===== src/rtl/ysyx_22040931_lsu_pkg.sv =====
// Shared encodings and helpers for the load/store unit.
// Op codes, FSM states, access-size decode, misalign check and store masks.
package ysyx_22040931_lsu_pkg;

    localparam logic [2:0] ROP_NONE = 3'd0;
    localparam logic [2:0] ROP_LB   = 3'd1;
    localparam logic [2:0] ROP_LH   = 3'd2;
    localparam logic [2:0] ROP_LW   = 3'd3;
    localparam logic [2:0] ROP_LD   = 3'd4;
    localparam logic [2:0] ROP_LBU  = 3'd5;
    localparam logic [2:0] ROP_LHU  = 3'd6;
    localparam logic [2:0] ROP_LWU  = 3'd7;

    localparam logic [2:0] WOP_SB = 3'd1;
    localparam logic [2:0] WOP_SH = 3'd2;
    localparam logic [2:0] WOP_SW = 3'd3;
    localparam logic [2:0] WOP_SD = 3'd4;

    typedef enum logic [1:0] {
        ST_IDLE = 2'd0,
        ST_REQ  = 2'd1,
        ST_WAIT = 2'd2
    } state_t;

    typedef enum logic [1:0] {
        SZ_B = 2'd0,
        SZ_H = 2'd1,
        SZ_W = 2'd2,
        SZ_D = 2'd3
    } size_t;

    // Unknown codes fall through to the doubleword variant.
    function automatic size_t rop_size(input logic [2:0] rop);
        case (rop)
            ROP_LB, ROP_LBU: return SZ_B;
            ROP_LH, ROP_LHU: return SZ_H;
            ROP_LW, ROP_LWU: return SZ_W;
            default:         return SZ_D;
        endcase
    endfunction

    function automatic size_t wop_size(input logic [2:0] wop);
        case (wop)
            WOP_SB:  return SZ_B;
            WOP_SH:  return SZ_H;
            WOP_SW:  return SZ_W;
            default: return SZ_D;
        endcase
    endfunction

    function automatic logic misaligned(input size_t sz, input logic [2:0] off);
        case (sz)
            SZ_B:    return 1'b0;
            SZ_H:    return off[0];
            SZ_W:    return |off[1:0];
            default: return |off;
        endcase
    endfunction

    function automatic logic [7:0] store_mask(input size_t sz, input logic [2:0] off);
        case (sz)
            SZ_B:    return 8'h01 << off;
            SZ_H:    return 8'h03 << off;
            SZ_W:    return 8'h0F << off;
            default: return 8'hFF;
        endcase
    endfunction

endpackage


===== src/rtl/ysyx_22040931_load_ext.sv =====
// Load lane select and sign/zero extension.
// Picks the addressed bytes out of an aligned doubleword.
module ysyx_22040931_load_ext
    import ysyx_22040931_lsu_pkg::*;
#(
    parameter int DATA_W = 64
) (
    input  logic [DATA_W-1:0] rdata,
    input  logic [2:0]        off,
    input  logic [2:0]        rop,
    output logic [DATA_W-1:0] data
);

    logic [DATA_W-1:0] lane;

    always_comb begin
        lane = rdata >> {off, 3'b000};
        case (rop)
            ROP_LB:  data = {{(DATA_W-8){lane[7]}}, lane[7:0]};
            ROP_LH:  data = {{(DATA_W-16){lane[15]}}, lane[15:0]};
            ROP_LW:  data = {{(DATA_W-32){lane[31]}}, lane[31:0]};
            ROP_LBU: data = {{(DATA_W-8){1'b0}}, lane[7:0]};
            ROP_LHU: data = {{(DATA_W-16){1'b0}}, lane[15:0]};
            ROP_LWU: data = {{(DATA_W-32){1'b0}}, lane[31:0]};
            default: data = lane;
        endcase
    end

endmodule


===== src/rtl/ysyx_22040931_lsu.sv =====
// Memory-stage load/store unit: one bus transaction per request,
// one registered writeback pulse per instruction.
module ysyx_22040931_lsu
    import ysyx_22040931_lsu_pkg::*;
#(
    parameter int DATA_W = 64,
    parameter int ADDR_W = 32,
    parameter int PC_W   = 64
) (
    input  logic              clk,
    input  logic              rst_n,
    input  logic              in_valid,
    output logic              in_ready,
    input  logic [PC_W-1:0]   pc_i,
    input  logic              w_ena_i,
    input  logic [4:0]        w_addr_i,
    input  logic [DATA_W-1:0] w_data_i,
    input  logic              mem_ena_i,
    input  logic              mem_wr_i,
    input  logic [2:0]        memrop_i,
    input  logic [2:0]        memwop_i,
    input  logic [ADDR_W-1:0] mem_addr_i,
    input  logic [DATA_W-1:0] mem_data_i,
    output logic              dmem_req_valid,
    input  logic              dmem_req_ready,
    output logic [ADDR_W-1:0] dmem_addr,
    output logic              dmem_wen,
    output logic [DATA_W-1:0] dmem_wdata,
    output logic [7:0]        dmem_wmask,
    input  logic              dmem_rsp_valid,
    input  logic [DATA_W-1:0] dmem_rdata,
    output logic              wb_valid,
    output logic              wb_w_ena,
    output logic [4:0]        wb_w_addr,
    output logic [DATA_W-1:0] wb_w_data,
    output logic [PC_W-1:0]   wb_pc,
    output logic              misalign
);

    state_t            state;
    state_t            state_nxt;
    logic              accept;
    logic [2:0]        off;
    size_t             sz;
    logic              mis;
    logic              go;
    logic [2:0]        r_rop;
    logic [2:0]        r_off;
    logic              r_w_ena;
    logic [4:0]        r_w_addr;
    logic [DATA_W-1:0] r_w_data;
    logic [PC_W-1:0]   r_pc;
    logic [DATA_W-1:0] ext_data;

    assign in_ready       = (state == ST_IDLE);
    assign dmem_req_valid = (state == ST_REQ);
    assign accept         = in_valid && in_ready;
    assign off            = mem_addr_i[2:0];
    assign sz             = mem_wr_i ? wop_size(memwop_i) : rop_size(memrop_i);
    assign mis            = misaligned(sz, off);
    assign go             = accept && mem_ena_i && !mis;

    ysyx_22040931_load_ext #(.DATA_W(DATA_W)) u_load_ext (
        .rdata (dmem_rdata),
        .off   (r_off),
        .rop   (r_rop),
        .data  (ext_data)
    );

    always_ff @(posedge clk or negedge rst_n) begin
        if (!rst_n) state <= ST_IDLE;
        else        state <= state_nxt;
    end

    // Responses are only honoured in WAIT; a same-cycle grant+rsp in REQ drops the rsp.
    always_comb begin
        state_nxt = state;
        case (state)
            ST_IDLE: if (go) state_nxt = ST_REQ;
            ST_REQ:  if (dmem_req_ready) state_nxt = dmem_wen ? ST_IDLE : ST_WAIT;
            ST_WAIT: if (dmem_rsp_valid) state_nxt = ST_IDLE;
            default: state_nxt = ST_IDLE;
        endcase
    end

    always_ff @(posedge clk or negedge rst_n) begin
        if (!rst_n) begin
            dmem_addr  <= '0;
            dmem_wen   <= 1'b0;
            dmem_wdata <= '0;
            dmem_wmask <= '0;
            r_rop      <= '0;
            r_off      <= '0;
            r_w_ena    <= 1'b0;
            r_w_addr   <= '0;
            r_w_data   <= '0;
            r_pc       <= '0;
            wb_valid   <= 1'b0;
            wb_w_ena   <= 1'b0;
            wb_w_addr  <= '0;
            wb_w_data  <= '0;
            wb_pc      <= '0;
            misalign   <= 1'b0;
        end else begin
            wb_valid <= 1'b0;
            misalign <= 1'b0;
            if (accept && !mem_ena_i) begin
                wb_valid  <= 1'b1;
                wb_w_ena  <= w_ena_i;
                wb_w_addr <= w_addr_i;
                wb_w_data <= w_data_i;
                wb_pc     <= pc_i;
            end else if (accept && mis) begin
                wb_valid  <= 1'b1;
                misalign  <= 1'b1;
                wb_w_ena  <= 1'b0;
                wb_w_addr <= w_addr_i;
                wb_w_data <= '0;
                wb_pc     <= pc_i;
            end else if (go) begin
                dmem_addr  <= {mem_addr_i[ADDR_W-1:3], 3'b000};
                dmem_wen   <= mem_wr_i;
                dmem_wdata <= mem_data_i << {off, 3'b000};
                dmem_wmask <= mem_wr_i ? store_mask(sz, off) : 8'h00;
                r_rop      <= memrop_i;
                r_off      <= off;
                r_w_ena    <= w_ena_i;
                r_w_addr   <= w_addr_i;
                r_w_data   <= w_data_i;
                r_pc       <= pc_i;
            end
            if (state == ST_REQ && dmem_req_ready && dmem_wen) begin
                wb_valid  <= 1'b1;
                wb_w_ena  <= r_w_ena;
                wb_w_addr <= r_w_addr;
                wb_w_data <= r_w_data;
                wb_pc     <= r_pc;
            end
            if (state == ST_WAIT && dmem_rsp_valid) begin
                wb_valid  <= 1'b1;
                wb_w_ena  <= r_w_ena;
                wb_w_addr <= r_w_addr;
                wb_w_data <= ext_data;
                wb_pc     <= r_pc;
            end
        end
    end

endmodule

===== config.mk =====
export PLATFORM = sky130hd
export DESIGN_NAME = ysyx_22040931_lsu
export DESIGN_NICKNAME = d
export VERILOG_FILES = /design/src/rtl/ysyx_22040931_lsu_pkg.sv /design/src/rtl/ysyx_22040931_load_ext.sv /design/src/rtl/ysyx_22040931_lsu.sv
export SDC_FILE = /design/constraint.sdc
export NUM_CORES = 1
export LEC_CHECK = 0
export ABC_CLOCK_PERIOD_IN_PS = 3700
export CAP_MARGIN = 30
export CORE_UTILIZATION = 25
export CTS_BUF_LIST = sky130_fd_sc_hd__clkbuf_8
export DETAILED_ROUTE_END_ITERATION = 8
export SYNTH_ARGS = -nofsm -noshare
export SYNTH_HDL_FRONTEND = slang
export SYNTH_SLANG_ARGS = --single-unit
export TNS_END_PERCENT = 30

===== constraint.sdc =====
create_clock -name clk -period 3.7 [get_ports clk]
set_input_delay 0.74 -clock clk [delete_from_list [all_inputs] [get_ports clk]]
set_output_delay 0.74 -clock clk [all_outputs]
set_load 0.03 [all_outputs]

* Word-level counts from Yosys, hierarchy flattened
Index checks and enable logic that the tools add are counted.
Storage, ports and cells: word-level logic and storage cells 99, bits in registers 380, output and inout port bits 243, input bits 307
Operators by class: eq/ne operators 22, mux-type cells 33, shift operators 5, bitwise gates (word level) 2, reduce and logical (&&, ||, !) cells 20
Operators by type and width (count):
- 64-bit two-way mux | 8
- 64-bit one-hot mux with 6 select lines | 1
- 64-bit by 6-bit << shifter with 64-bit output | 1
- 64-bit by 6-bit right shift with 64-bit output | 1
- 8-bit one-hot mux with 3 select lines | 1
- 5-bit two-way mux | 4
- 3-bit by 2-bit == test with 1-bit output, second input constant | 6
- 3-bit == test, second input constant | 6
- 2-bit one-hot mux with 3 select lines | 3
- 2-bit two-way mux | 5
- 3-bit by 1-bit == test with 1-bit output, second input constant | 3
- 1-bit two-way mux | 9
- 1-bit logical AND | 8
- 8-bit two-way mux | 1
- 2-bit OR reduction | 4
- 1-bit by 3-bit << shifter with 8-bit output, first input constant | 1
- 2-bit by 3-bit << shifter with 8-bit output, first input constant | 1
- 4-bit by 3-bit << shifter with 8-bit output, first input constant | 1
- 3-bit AND reduction | 2
- 2-bit by 1-bit == test with 1-bit output, second input constant | 2
- 2-bit == test, second input constant | 2
- 2-bit zero test | 2
- 2-bit by 1-bit inequality test with 1-bit output, second input constant | 2
- 4-bit nonzero test | 1
- other kinds (5) | 7

* Logic depth before layout (Yosys ltp)
Gate-level depths: netlist of the first run.
depth in word-level cells 11, gate-level depth with buffers 13, gate-level depth less buffers 11

* Modules after synthesis
A second synthesis of the first run with hierarchy kept.
Unflattened totals: cell total of the unflattened synthesis 1621, area, all modules 19675.1 um^2
Modules (own cells, without submodules):
- ysyx_22040931_lsu | cells an instance 1331, instances 1, area an instance 17237.8 um^2
- ysyx_22040931_load_ext | cells an instance 290, instances 1, area an instance 2437.3 um^2

* Worst setup path after synthesis of the first run
Ideal clock, no wire load.
kind input to register, from in mem_wr_i, to reg wb_w_data[48], data arrival time 3.021 ns, slack 0.558 ns, required time 3.579 ns, library setup time 0.121 ns, cell stages on the path 11, cells stage by stage clkbuf_1 -> mux2i_1 -> ha_1 -> clkbuf_1 -> nor3_1 -> nor4b_2 -> nor3_4 -> buf_4 -> buf_2 -> a221o_1 -> o22a_1
Between the ends: longest elaborated chain between the ends 5, elaborated cells between the ends (all ways) 7
RTL lines:
- start, declared | line ysyx_22040931_lsu.sv:19 | input logic mem_wr_i,
- 2-bit two-way mux (*) | line ysyx_22040931_lsu.sv:59 | assign sz = mem_wr_i ? wop_size(memwop_i) : rop_size(memrop_i);
- 2-bit == test (tied with other cells) | line ysyx_22040931_lsu_pkg.sv:52 | case (sz)
- 1-bit one-hot mux with 3 select lines (*) | line ysyx_22040931_lsu_pkg.sv:52
- 1-bit logical AND (*) | line ysyx_22040931_lsu.sv:113 | end else if (accept && mis) begin
- 4-bit nonzero test (no line) (*)
- end signal, assigned | line ysyx_22040931_lsu.sv:111 | wb_w_data <= w_data_i;
- end signal, assigned | line ysyx_22040931_lsu.sv:136 | wb_w_data <= r_w_data;
- end signal, assigned | line ysyx_22040931_lsu.sv:143 | wb_w_data <= ext_data;
- end, declared | line ysyx_22040931_lsu.sv:35 | output logic [DATA_W-1:0] wb_w_data,
Every way passes the cells marked *; elsewhere a longest branch is shown, timed or not. A chain may end at the register's enable or synchronous reset.

* Worst setup path in the final report of the first run
from in memrop_i[1], to reg wb_w_data[58]
Between the ends: longest elaborated chain between the ends 8, elaborated cells between the ends (all ways) 17
RTL lines:
- start, declared | line ysyx_22040931_lsu.sv:20 | input logic [2:0] memrop_i,
- 3-bit by 2-bit == test with 1-bit output (tied with other cells) | line ysyx_22040931_lsu_pkg.sv:34 | case (rop)
- 2-bit OR reduction | line ysyx_22040931_lsu_pkg.sv:34
- 2-bit one-hot mux with 3 select lines (*) | line ysyx_22040931_lsu_pkg.sv:34
- 2-bit two-way mux (*) | line ysyx_22040931_lsu.sv:59
- 2-bit == test (tied with other cells) | line ysyx_22040931_lsu_pkg.sv:52
- 1-bit one-hot mux with 3 select lines (*) | line ysyx_22040931_lsu_pkg.sv:52
- 1-bit logical AND (*) | line ysyx_22040931_lsu.sv:113
- 4-bit nonzero test (no line) (*)
Marked as above.

==> results of run 1 <==
## critical path: cells and delay by family
| kind | cells | cell delay [ns] |
|---|---|---|
| fa+ha+maj | 2 | 0.48 |
| compound gates | 2 | 0.49 |
| mux | 1 | 0.27 |
| simple gates | 2 | 0.52 |
| buf+inv | 6 | 1.09 |
## flip-flops by register name, indices dropped and copies added, names as in the netlist, 2 cells and up
name,cells
dmem_wdata,64
r_pc,64
r_w_data,64
wb_pc,64
wb_w_data,64
dmem_addr,29
dmem_wmask,8
r_w_addr,5
wb_w_addr,5
r_off,3
r_rop,3
state,2
## layout by cell type (no fill, tap or decap), types with 4 or more instances in the layout
| master | netlist | layout |
|---|---|---|
| a22oi_1 | 11 | 11 |
| inv_1 | 13 | 36 |
| a32oi_1 | 8 | 8 |
| a31oi_1 | 38 | 38 |
| ha_1 | 6 | 6 |
| o21a_1 | 10 | 10 |
| mux4_2 | 19 | 19 |
| o21ai_0 | 132 | 132 |
| clkdlybuf4s50_1 | 0 | 543 |
| or2_1 | 7 | 7 |
| o2bb2ai_1 | 6 | 6 |
| nor3_1 | 5 | 4 |
| nor2_1 | 44 | 44 |
| or4_1 | 4 | 4 |
| clkbuf_8 | 0 | 90 |
| o22a_1 | 42 | 42 |
| a21oi_1 | 32 | 32 |
| nand2b_1 | 10 | 9 |
| a31o_2 | 6 | 6 |
| a222oi_1 | 15 | 15 |
| clkinv_2 | 0 | 7 |
| buf_4 | 14 | 48 |
| and2_1 | 5 | 5 |
| nand3_1 | 24 | 24 |
| a221o_1 | 35 | 35 |
| mux2i_1 | 185 | 185 |
| o22ai_1 | 13 | 13 |
| mux2_2 | 195 | 195 |
| buf_12 | 0 | 23 |
| nand2_1 | 272 | 272 |
| dfrtp_1 | 380 | 378 |
| a221oi_1 | 8 | 8 |
| diode_2 | 0 | 7 |
| o31ai_1 | 25 | 25 |
## layer usage
metal  up-vias  part of all wire (%)  GRT usage [%]
met5         -                 0.088              0
met4        10                   3.0           6.88
li1       7484                     -              -
met1      8180                    41           22.8
met3       138                   7.4           4.66
met2       754                    49           30.9
## cells by family after synthesis
logic type               Yosys count  synth area share, %
other                              1               0.0195
multiplexers                     399                 23.2
buffers and inverters            165                 4.08
flip-flops                       380                 49.3
AO/OA/AOI/OAI                    405                 14.5
XOR/XNOR                           1               0.0454
adder cells (fa/ha/maj)            6                0.389
AND/OR/NAND/NOR                  387                 8.45
## metrics by stage
step / area [µm²] / hold slack (ns) / worst slack (ns)
final: 27700 / 0.0907 / 0.609
after detailed placement: 26200 / 0.470 / -0.108
after floorplan: 19300 / 0.444 / 0.558
after global routing: 27700 / 0.0980 / 0.403
after global placement: 26200 / 0.461 / -0.0927
after CTS: 27700 / 0.0446 / 0.646
## path summary, 6_finish.rpt
| kind | start | end | depth (start not counted) |
|---|---|---|---|
| worst max-delay path | memrop_i[1] | wb_w_data[58] | 13 |
| worst min-delay path | rst_n | wb_w_data[57] | 1 |
| worst max register to register | r_off[1] | wb_w_data[58] | 6 |
| worst min register to register | dmem_wdata[58] | dmem_wdata[58] | 2 |
| max in group asynchronous | rst_n | dmem_wdata[47] | 2 |
| min in group clk | dmem_wdata[58] | dmem_wdata[58] | 2 |
## power by group through the flow
stage / registers, mW / clock network (mW) / logic (mW)
after detailed placement: 7.20 / 0 / 9.91
after global routing: 7.38 / 4.77 / 10.4
after global placement: 7.11 / 0 / 9.78
after floorplan: 9.04 / 0 / 3.64
final: 7.15 / 4.44 / 9.86
after CTS: 7.16 / 4.60 / 9.94
## final cells by class
type	count	area, µm²
antenna	7	17.5
fill	7531	48300
timing repair buffer	616	6280
tap	1030	1290
clock buffer	90	1240
sequential	380	9510
inverter	16	60.1
multi-input combinational	1201	9020
clock inverter	42	317
==> impl_metrics.env, run 1 <==
export IMPL_cts_resized=0
export IMPL_syn_avg_cell_area_um2=11.1
export IMPL_synthDistinctLibCells=58
export IMPL_clk_pin_slew_ns=0.06
export IMPL_worstSetupEndpointType="register"
export IMPL_synth_common_cells="dfrtp_1 (380), nand2_1 (272), mux2_2 (195)"
export IMPL_p_int_mw=12.8
export IMPL_cts_hold_buf=0
export IMPL_path_max_fanout=41
export IMPL_p_seq_share_pct=33.3
export IMPL_tns_ns=0
export IMPL_cts_buffer_depth=3
export IMPL_critical_path_arrival_ns=3.62
export IMPL_ys_warn_count=0
export IMPL_dp_cells=3243
export IMPL_io_pins=550
export IMPL_coreArea_um2=76100
export IMPL_status="completed"
export IMPL_synth_seq_cells=380
export IMPL_dp_hpwl_mm=55.1
export IMPL_area_growth_pct=43.8
export IMPL_via_per_inst=4.90
export IMPL_die_width_um=280
export IMPL_fin_nets=2600
export IMPL_clockPowerShare_pct=20.7
export IMPL_clock_sinks=380
export IMPL_final_setup_skew_ns=0.0327
export IMPL_p_switching_mw=8.68
export IMPL_clk_latency_ns=0.67
export IMPL_dr_pass1_iters=6
export IMPL_path_class="in2reg"
export IMPL_cp_required_ns=4.23
export IMPL_final_hold_violation_count=0
export IMPL_fin_crit_sh_pct=83.5
export IMPL_finalWirelength_mm=73.7
export IMPL_path_cells="clkdlybuf4s50_1, inv_1, ha_1, mux2i_1, inv_1, ha_1, a211oi_1, nor4b_2, nor3_4, buf_12, inv_2, buf_12, o22a_1"
export IMPL_synth_most_common_cell="dfrtp_1"
export IMPL_holdCritPathClass="in2async"
export IMPL_max_slew_worst_pin_slew_ns=0.876
export IMPL_swShare_pct=40.5
export IMPL_synth_top_area_share_pct=49.3
export IMPL_rrSetupSlack_ns=0.92
export IMPL_num_vias=16600
export IMPL_yosysSeqAreaShare_pct=49.3
export IMPL_dieArea_um2=78200
export IMPL_synthesis_area_um2=19300
export IMPL_drt_initial_drc_count=1192
export IMPL_power_leakage_nw=11.5
export IMPL_remaining_drc_errors=0
export IMPL_power_density_nw_per_um2=774
export IMPL_total_power_mw=21.4
export IMPL_synthCells=1744
export IMPL_max_freq_mhz=323
export IMPL_cts_htree_levels=3
export IMPL_cts_buffers=72
export IMPL_min_period_ns=3.09
export IMPL_grt_pass1_wl_mm=109
export IMPL_max_stage_delay_ns=0.50
export IMPL_synthArstFlopShare_pct=100
export IMPL_ir_drop_uv=441
export IMPL_setup_viol=0
export IMPL_wl_per_cell_um=21.8
export IMPL_die_h_um=280
export IMPL_fin_util_pct=36.5
export IMPL_maxCapViolations=0
export IMPL_critPathSlowestCell="clkdlybuf4s50_1"
export IMPL_start_util_pct=25.3
export IMPL_drv_slew=0
export IMPL_grt_overflow=0
export IMPL_synth_edff_count=0
export IMPL_gp_congestion=0.907
export IMPL_yosys_area_top_type="dfrtp_1"
export IMPL_port_buffer_count=546
export IMPL_start_kind="input pin"
export IMPL_layout_cells_non_filler=3382
export IMPL_drtAntennaViolNets=0
export IMPL_slew_headroom_pct=41.6
export IMPL_pwr_share_comb_pct=46.0
export IMPL_root_buffer="clkbuf_8"
export IMPL_post_cts_setup_buffer_count=0
export IMPL_drive_gt1_share_pct=17.8
export IMPL_grt_max_degree=77
export IMPL_grt_pass1_vias=17100
export IMPL_rsz0062_at_grt="false"
export IMPL_cts_tree="done"
export IMPL_synthFlopType="dfrtp_1"
export IMPL_antenna_found_initial=12
export IMPL_rows=101
export IMPL_grt_total_usage_pct=18.4
export IMPL_synth_area_leaders="dfrtp_1 (49%), mux2_2 (11%), mux2i_1 (9.6%), nand2_1 (5.3%), o21ai_0 (3.4%)"
Note: power is estimated with default switching activity, not from simulation.
==> run 2: changes to the inputs <==
--- a/config.mk
+++ b/config.mk
@@ -5,7 +5,7 @@
 export SDC_FILE = /design/constraint.sdc
 export NUM_CORES = 1
 export LEC_CHECK = 0
-export ABC_CLOCK_PERIOD_IN_PS = 3700
+export ABC_CLOCK_PERIOD_IN_PS = 2800
 export CAP_MARGIN = 30
 export CORE_UTILIZATION = 25
 export CTS_BUF_LIST = sky130_fd_sc_hd__clkbuf_8
==> constraint.sdc (replaced) <==
create_clock -name clk -period 2.8 [get_ports clk]
set_input_delay 0.56 -clock clk [delete_from_list [all_inputs] [get_ports clk]]
set_output_delay 0.56 -clock clk [all_outputs]
set_load 0.03 [all_outputs]
==> run 2 against run 1 <==
Against the previous run: global-route usage about the same; design area grew 2.1%; critical path depth shrank 1; final cell count is 2.0% higher; setup slack lost 0.53 ns; largest cell class unchanged; highest routed layer unchanged.
==> impl_metrics.env, run 2 (synthesis gave the netlist of run 1 again) <==
export IMPL_dr_pass1_iters=6
export IMPL_gp_congestion=0.915
export IMPL_cts_tree="done"
export IMPL_start_kind="input pin"
export IMPL_path_class="in2reg"
export IMPL_rows=101
export IMPL_maxCapViolations=0
export IMPL_clock_sinks=380
export IMPL_start_util_pct=25.3
export IMPL_remaining_drc_errors=0
export IMPL_ir_drop_uv=597
export IMPL_cts_buffers=73
export IMPL_clk_latency_ns=0.66
export IMPL_via_per_inst=4.90
export IMPL_max_slew_worst_pin_slew_ns=0.748
export IMPL_finalWirelength_mm=74.3
export IMPL_final_setup_skew_ns=0.0371
export IMPL_dp_hpwl_mm=55.7
export IMPL_final_cell_mix="clkdlybuf4s50_1 (543), dfrtp_1 (378), nand2_1 (272), mux2_2 (195), mux2i_1 (184)"
export IMPL_slew_headroom_pct=50.0
export IMPL_min_period_ns=2.72
export IMPL_fin_crit_sh_pct=97.0
export IMPL_dp_cells=3309
export IMPL_grt_pass1_vias=17200
export IMPL_drive_gt1_share_pct=20.1
export IMPL_power_leakage_nw=11.9
export IMPL_grt_use_met2_pct=31.0
export IMPL_grt_total_usage_pct=18.5
export IMPL_path_max_fanout=38
export IMPL_layout_setup_ws_ns=0.0832
export IMPL_multi_input_area_um2=9050
export IMPL_drtAntennaViolNets=0
export IMPL_die_width_um=280
export IMPL_drt_initial_drc_count=1177
export IMPL_met1_usage_pct=23.2
export IMPL_layout_cells_non_filler=3448
export IMPL_nFillCells=7542
export IMPL_coreArea_um2=76100
export IMPL_die_h_um=280
export IMPL_critPathSlowestCell="clkdlybuf4s50_1"
export IMPL_num_vias=16900
export IMPL_max_stage_delay_ns=0.48
export IMPL_clk_pin_slew_ns=0.06
export IMPL_crit_path_frequent_cell="ha_1"
export IMPL_io_pins=550
export IMPL_dpl_worst_slack_ns=-0.641
export IMPL_path_cells="clkdlybuf4s50_1, inv_1, ha_1, mux2i_4, ha_1, a211oi_1, nor4b_2, nor3_4, buf_4, buf_12, a221o_1, o22a_1"
export IMPL_root_buffer="clkbuf_8"
export IMPL_drv_slew=0
export IMPL_area_growth_pct=46.8
export IMPL_port_buffer_count=546
export IMPL_setup_viol=0
export IMPL_fin_nets=2669
export IMPL_grt_busiest_layer="met2"
export IMPL_holdCritPathClass="in2async"
export IMPL_grt_max_degree=70
export IMPL_wl_per_cell_um=21.5
export IMPL_cp_required_ns=3.34
export IMPL_cts_buffer_depth=3
export IMPL_register_area_um2=9510
export IMPL_use_met3_pct=4.12
export IMPL_grt_overflow=0
export IMPL_worstSetupEndpointType="register"
export IMPL_power_density_nw_per_um2=1010
export IMPL_cts_htree_levels=3
export IMPL_antenna_found_initial=10
export IMPL_grt_pass1_wl_mm=110
export IMPL_max_freq_mhz=368
export IMPL_layout_commonest_cell="clkdlybuf4s50_1"
export IMPL_dieArea_um2=78200
export IMPL_critical_path_arrival_ns=3.26
export IMPL_final_hold_violation_count=0
export IMPL_status="completed"
[run 2: changes by cell type in the layout (fill, tap and decap cells not counted), moves of 2 or more]
cell,previous run,this run
buf_12,23,30
buf_4,48,108
clkbuf_8,90,86
clkinv_2,7,11
inv_6,2,0
[run 2: layout make-up]
type | instances | share of cell area [%]
multi-input cells | 1201 | 32.0
clock buffers | 86 | 4.18
repair buffers | 684 | 24.3
well taps | 1030 | 4.55
diodes | 8 | 0.0707
flip-flops and latches | 380 | 33.6
clock inverters | 43 | 1.13
inverters | 16 | 0.212
[run 2: worst max-delay path, delay by kind of cell]
| family | cells | cell delay [ns] |
|---|---|---|
| AO/OA/AOI/OAI | 3 | 0.53 |
| adder cells (fa/ha/maj) | 2 | 0.55 |
| buffers and inverters | 4 | 0.89 |
| multiplexers | 1 | 0.24 |
| AND/OR/NAND/NOR | 2 | 0.44 |
[run 2: what timing repair did]
action,CTS,global route
endpoints found under the setup margin,0,41
hold buffers,1,0
hold endpoints to repair,49,0
setup buffers,0,1
gates resized for setup,0,2
[run 2: per-layer routing]
| layer | up-vias | share of wire (%) |
|---|---|---|
| li1 | 7627 | - |
| met1 | 8406 | 41 |
| met2 | 752 | 49 |
| met3 | 115 | 7.4 |
| met4 | 2 | 2.8 |
| met5 | - | 0.018 |
[run 2: report_power, final]
group / switching [mW] / internal, mW / total [mW]
combinational: 7.33 / 6.02 / 13.3
sequential: 1.57 / 7.87 / 9.44
clock: 2.61 / 3.12 / 5.73
total: 11.5 / 17.0 / 28.5
[run 2: worst paths after layout]
path,startpoint,to,slack (ns),cells past startpoint
min,rst_n,r_w_data[33],0.47,2
min reg2reg,wb_pc[35],wb_pc[35],0.48,2
max in group asynchronous,rst_n,r_pc[2],1.44,3
max,memrop_i[1],wb_w_data[41],0.08,12
min in group clk,wb_pc[35],wb_pc[35],0.48,2
max reg2reg,r_off[1],wb_w_data[4],0.22,6
[run 2: stage by stage]
step / hold slack (ns) / utilization (%) / cell area (µm²) / TNS (ns) / power [mW]
after floorplan: 0.264 / - / 19300 / 0 / 16.8
after global placement: 0.460 / 35.2 / 26700 / -171.84 / 22.6
after detailed placement: 0.465 / 35.2 / 26700 / -179.80 / 22.9
after CTS: 0.379 / 37.1 / 28300 / 0 / 28.8
after global routing: 0.438 / 37.2 / 28300 / -0.000846 / 30.0
final: 0.466 / 37.2 / 28300 / 0 / 28.5
==> run 3: changes to the inputs <==
--- a/config.mk
+++ b/config.mk
@@ -7,6 +7,7 @@
 export LEC_CHECK = 0
 export ABC_CLOCK_PERIOD_IN_PS = 2800
 export CAP_MARGIN = 30
+export CORE_MARGIN = 2
 export CORE_UTILIZATION = 25
 export CTS_BUF_LIST = sky130_fd_sc_hd__clkbuf_8
 export DETAILED_ROUTE_END_ITERATION = 8
==> run 3 against run 2 <==
Against the previous run: largest cell class unchanged; first-iteration DRC count grew 2.3%; critical path type unchanged; largest power group unchanged; critical path depth did not move; core utilization shrank 0.15 points; fmax shrank 0.61%; count of clock-buffer cells in the layout up 11; hold slack got worse by 0.081 ns; wire length shrank 0.72%; sequential cell count unchanged.
==> impl_metrics.env, run 3 (synthesis gave the netlist of run 1 again) <==
export IMPL_clk_latency_ns=0.65
export IMPL_holdCritPathClass="in2reg"
export IMPL_cts_tree="done"
export IMPL_total_power_mw=28.7
export IMPL_status="completed"
export IMPL_min_period_ns=2.73
export IMPL_critPathSlowestCell="clkdlybuf4s50_1"
export IMPL_drt_initial_drc_count=1204
export IMPL_port_buffer_count=546
export IMPL_via_per_inst=4.89
export IMPL_power_density_nw_per_um2=1020
export IMPL_grt_pass1_vias=17400
export IMPL_path_cells="clkdlybuf4s50_1, inv_1, ha_1, mux2i_4, inv_1, ha_1, a21o_1, a21oi_1, o21bai_4, buf_4, buf_4, mux2_2"
export IMPL_drive_gt1_share_pct=19.7
export IMPL_area_growth_pct=46.5
export IMPL_grt_max_degree=72
export IMPL_maxCapViolations=0
export IMPL_cts_htree_levels=3
export IMPL_cts_buffers=74
export IMPL_fin_crit_sh_pct=97.6
export IMPL_fin_util_pct=37.1
export IMPL_fin_nets=2643
export IMPL_final_hold_violation_count=0
export IMPL_max_slew_worst_pin_slew_ns=0.878
export IMPL_worstSetupEndpointType="register"
export IMPL_rsz0062_at_grt="true"
export IMPL_drtAntennaViolNets=0
export IMPL_max_freq_mhz=366
export IMPL_max_stage_delay_ns=0.49
export IMPL_remaining_drc_errors=0
export IMPL_grt_overflow=0
export IMPL_setup_viol=0
export IMPL_drv_slew=0
export IMPL_dr_pass1_iters=7
export IMPL_start_kind="input pin"
export IMPL_rows=101
export IMPL_clock_sinks=380
export IMPL_grt_total_usage_pct=18.1
export IMPL_grt_pass1_wl_mm=110
export IMPL_num_vias=16800
export IMPL_cp_required_ns=3.30
export IMPL_clk_pin_slew_ns=0.06
export IMPL_start_util_pct=25.3
export IMPL_gp_congestion=0.925
export IMPL_dieArea_um2=79300
export IMPL_wl_per_cell_um=21.5
export IMPL_die_width_um=282
export IMPL_io_pins=550
export IMPL_antenna_found_initial=9
export IMPL_path_max_fanout=16
export IMPL_die_h_um=282
export IMPL_path_class="in2reg"
export IMPL_coreArea_um2=76200
export IMPL_critical_path_arrival_ns=3.24
export IMPL_cts_buffer_depth=3
export IMPL_dpl_worst_slack_ns=-0.650
export IMPL_layout_commonest_cell="clkdlybuf4s50_1"
export IMPL_root_buffer="clkbuf_8"
export IMPL_power_leakage_nw=11.8
export IMPL_finalWirelength_mm=73.7
export IMPL_dp_hpwl_mm=55.7
export IMPL_final_cell_mix="clkdlybuf4s50_1 (543), dfrtp_1 (378), nand2_1 (272), mux2_2 (195), mux2i_1 (184)"
export IMPL_final_setup_skew_ns=0.0343
export IMPL_ir_drop_uv=565
export IMPL_slew_headroom_pct=41.2
export IMPL_layout_setup_ws_ns=0.0665
## run 3: cell count changes in the layout (fill, tap and decap cells not counted), sizes merged
cell      before  now
buf          140  113
clkinv        12   11
clkbuf        86   97
inv           44   37
clkinvlp       0    2
## run 3: area by class of cell
| class | instances | area (µm²) |
|---|---|---|
| inverters | 16 | 60.1 |
| multi-input cells | 1201 | 9040 |
| diodes | 8 | 20.0 |
| repair buffers | 657 | 6690 |
| well taps | 1030 | 1290 |
| flip-flops and latches | 380 | 9510 |
| fillers | 7518 | 48000 |
| clock inverters | 37 | 299 |
| clock buffers | 97 | 1340 |
## run 3: final timing paths
check | startpoint | endpoint | slack (ns) | depth (start not counted)
max reg2reg | r_off[0] | wb_w_data[33] | 0.22 | 6
min reg2reg | dmem_wdata[12] | dmem_wdata[12] | 0.48 | 2
max in group asynchronous | rst_n | dmem_wdata[26] | 1.41 | 3
max | memrop_i[1] | dmem_wdata[62] | 0.07 | 12
min | mem_addr_i[1] | dmem_wdata[11] | 0.38 | 4
min in group asynchronous | rst_n | r_w_data[49] | 0.46 | 2
## run 3: metal layers
| layer | GRT usage, % | part of all wire (%) | up-vias | wire (µm) |
|---|---|---|---|---|
| met2 | 30.8 | 49 | 702 | 36100 |
| met1 | 22.1 | 40 | 8331 | 29700 |
| li1 | - | - | 7591 | - |
| met4 | 7.06 | 3.7 | 2 | 2740 |
| met5 | 0 | 0.022 | - | 16 |
| met3 | 4.51 | 7.0 | 135 | 5170 |
## run 3: stage by stage
stage | hold slack (ns) | instances | cell area (µm²) | TNS, ns
2_1_floorplan | 0.264 | 1746 | 19300 | 0
4_1_cts | 0.304 | 3418 | 28200 | 0
6_report | 0.384 | 3426 | 28200 | 0
3_3_place_gp | 0.461 | 3283 | 26600 | -195.96
3_5_place_dp | 0.469 | 3283 | 26600 | -196.82
5_1_grt | 0.337 | 3425 | 28200 | -0.0386
## run 3: report_power, final
part / switching [mW] / internal (mW) / total [mW]
Sequential: 1.59 / 7.87 / 9.45
Combinational: 7.28 / 5.92 / 13.2
Clock: 2.60 / 3.43 / 6.03
## run 3: critical path, delay by kind of cell
family / cells / cell delay [ns]
adder cells (fa/ha/maj): 2 / 0.55
buffers and inverters: 5 / 1.04
multiplexers: 2 / 0.49
AO/OA/AOI/OAI: 3 / 0.58
## run 3: timing repair
item,in CTS,in global routing
setup endpoints to repair,0,101
hold buffers,1,0
resized for setup,0,2
hold endpoints to repair,59,0
buffers inserted,0,0
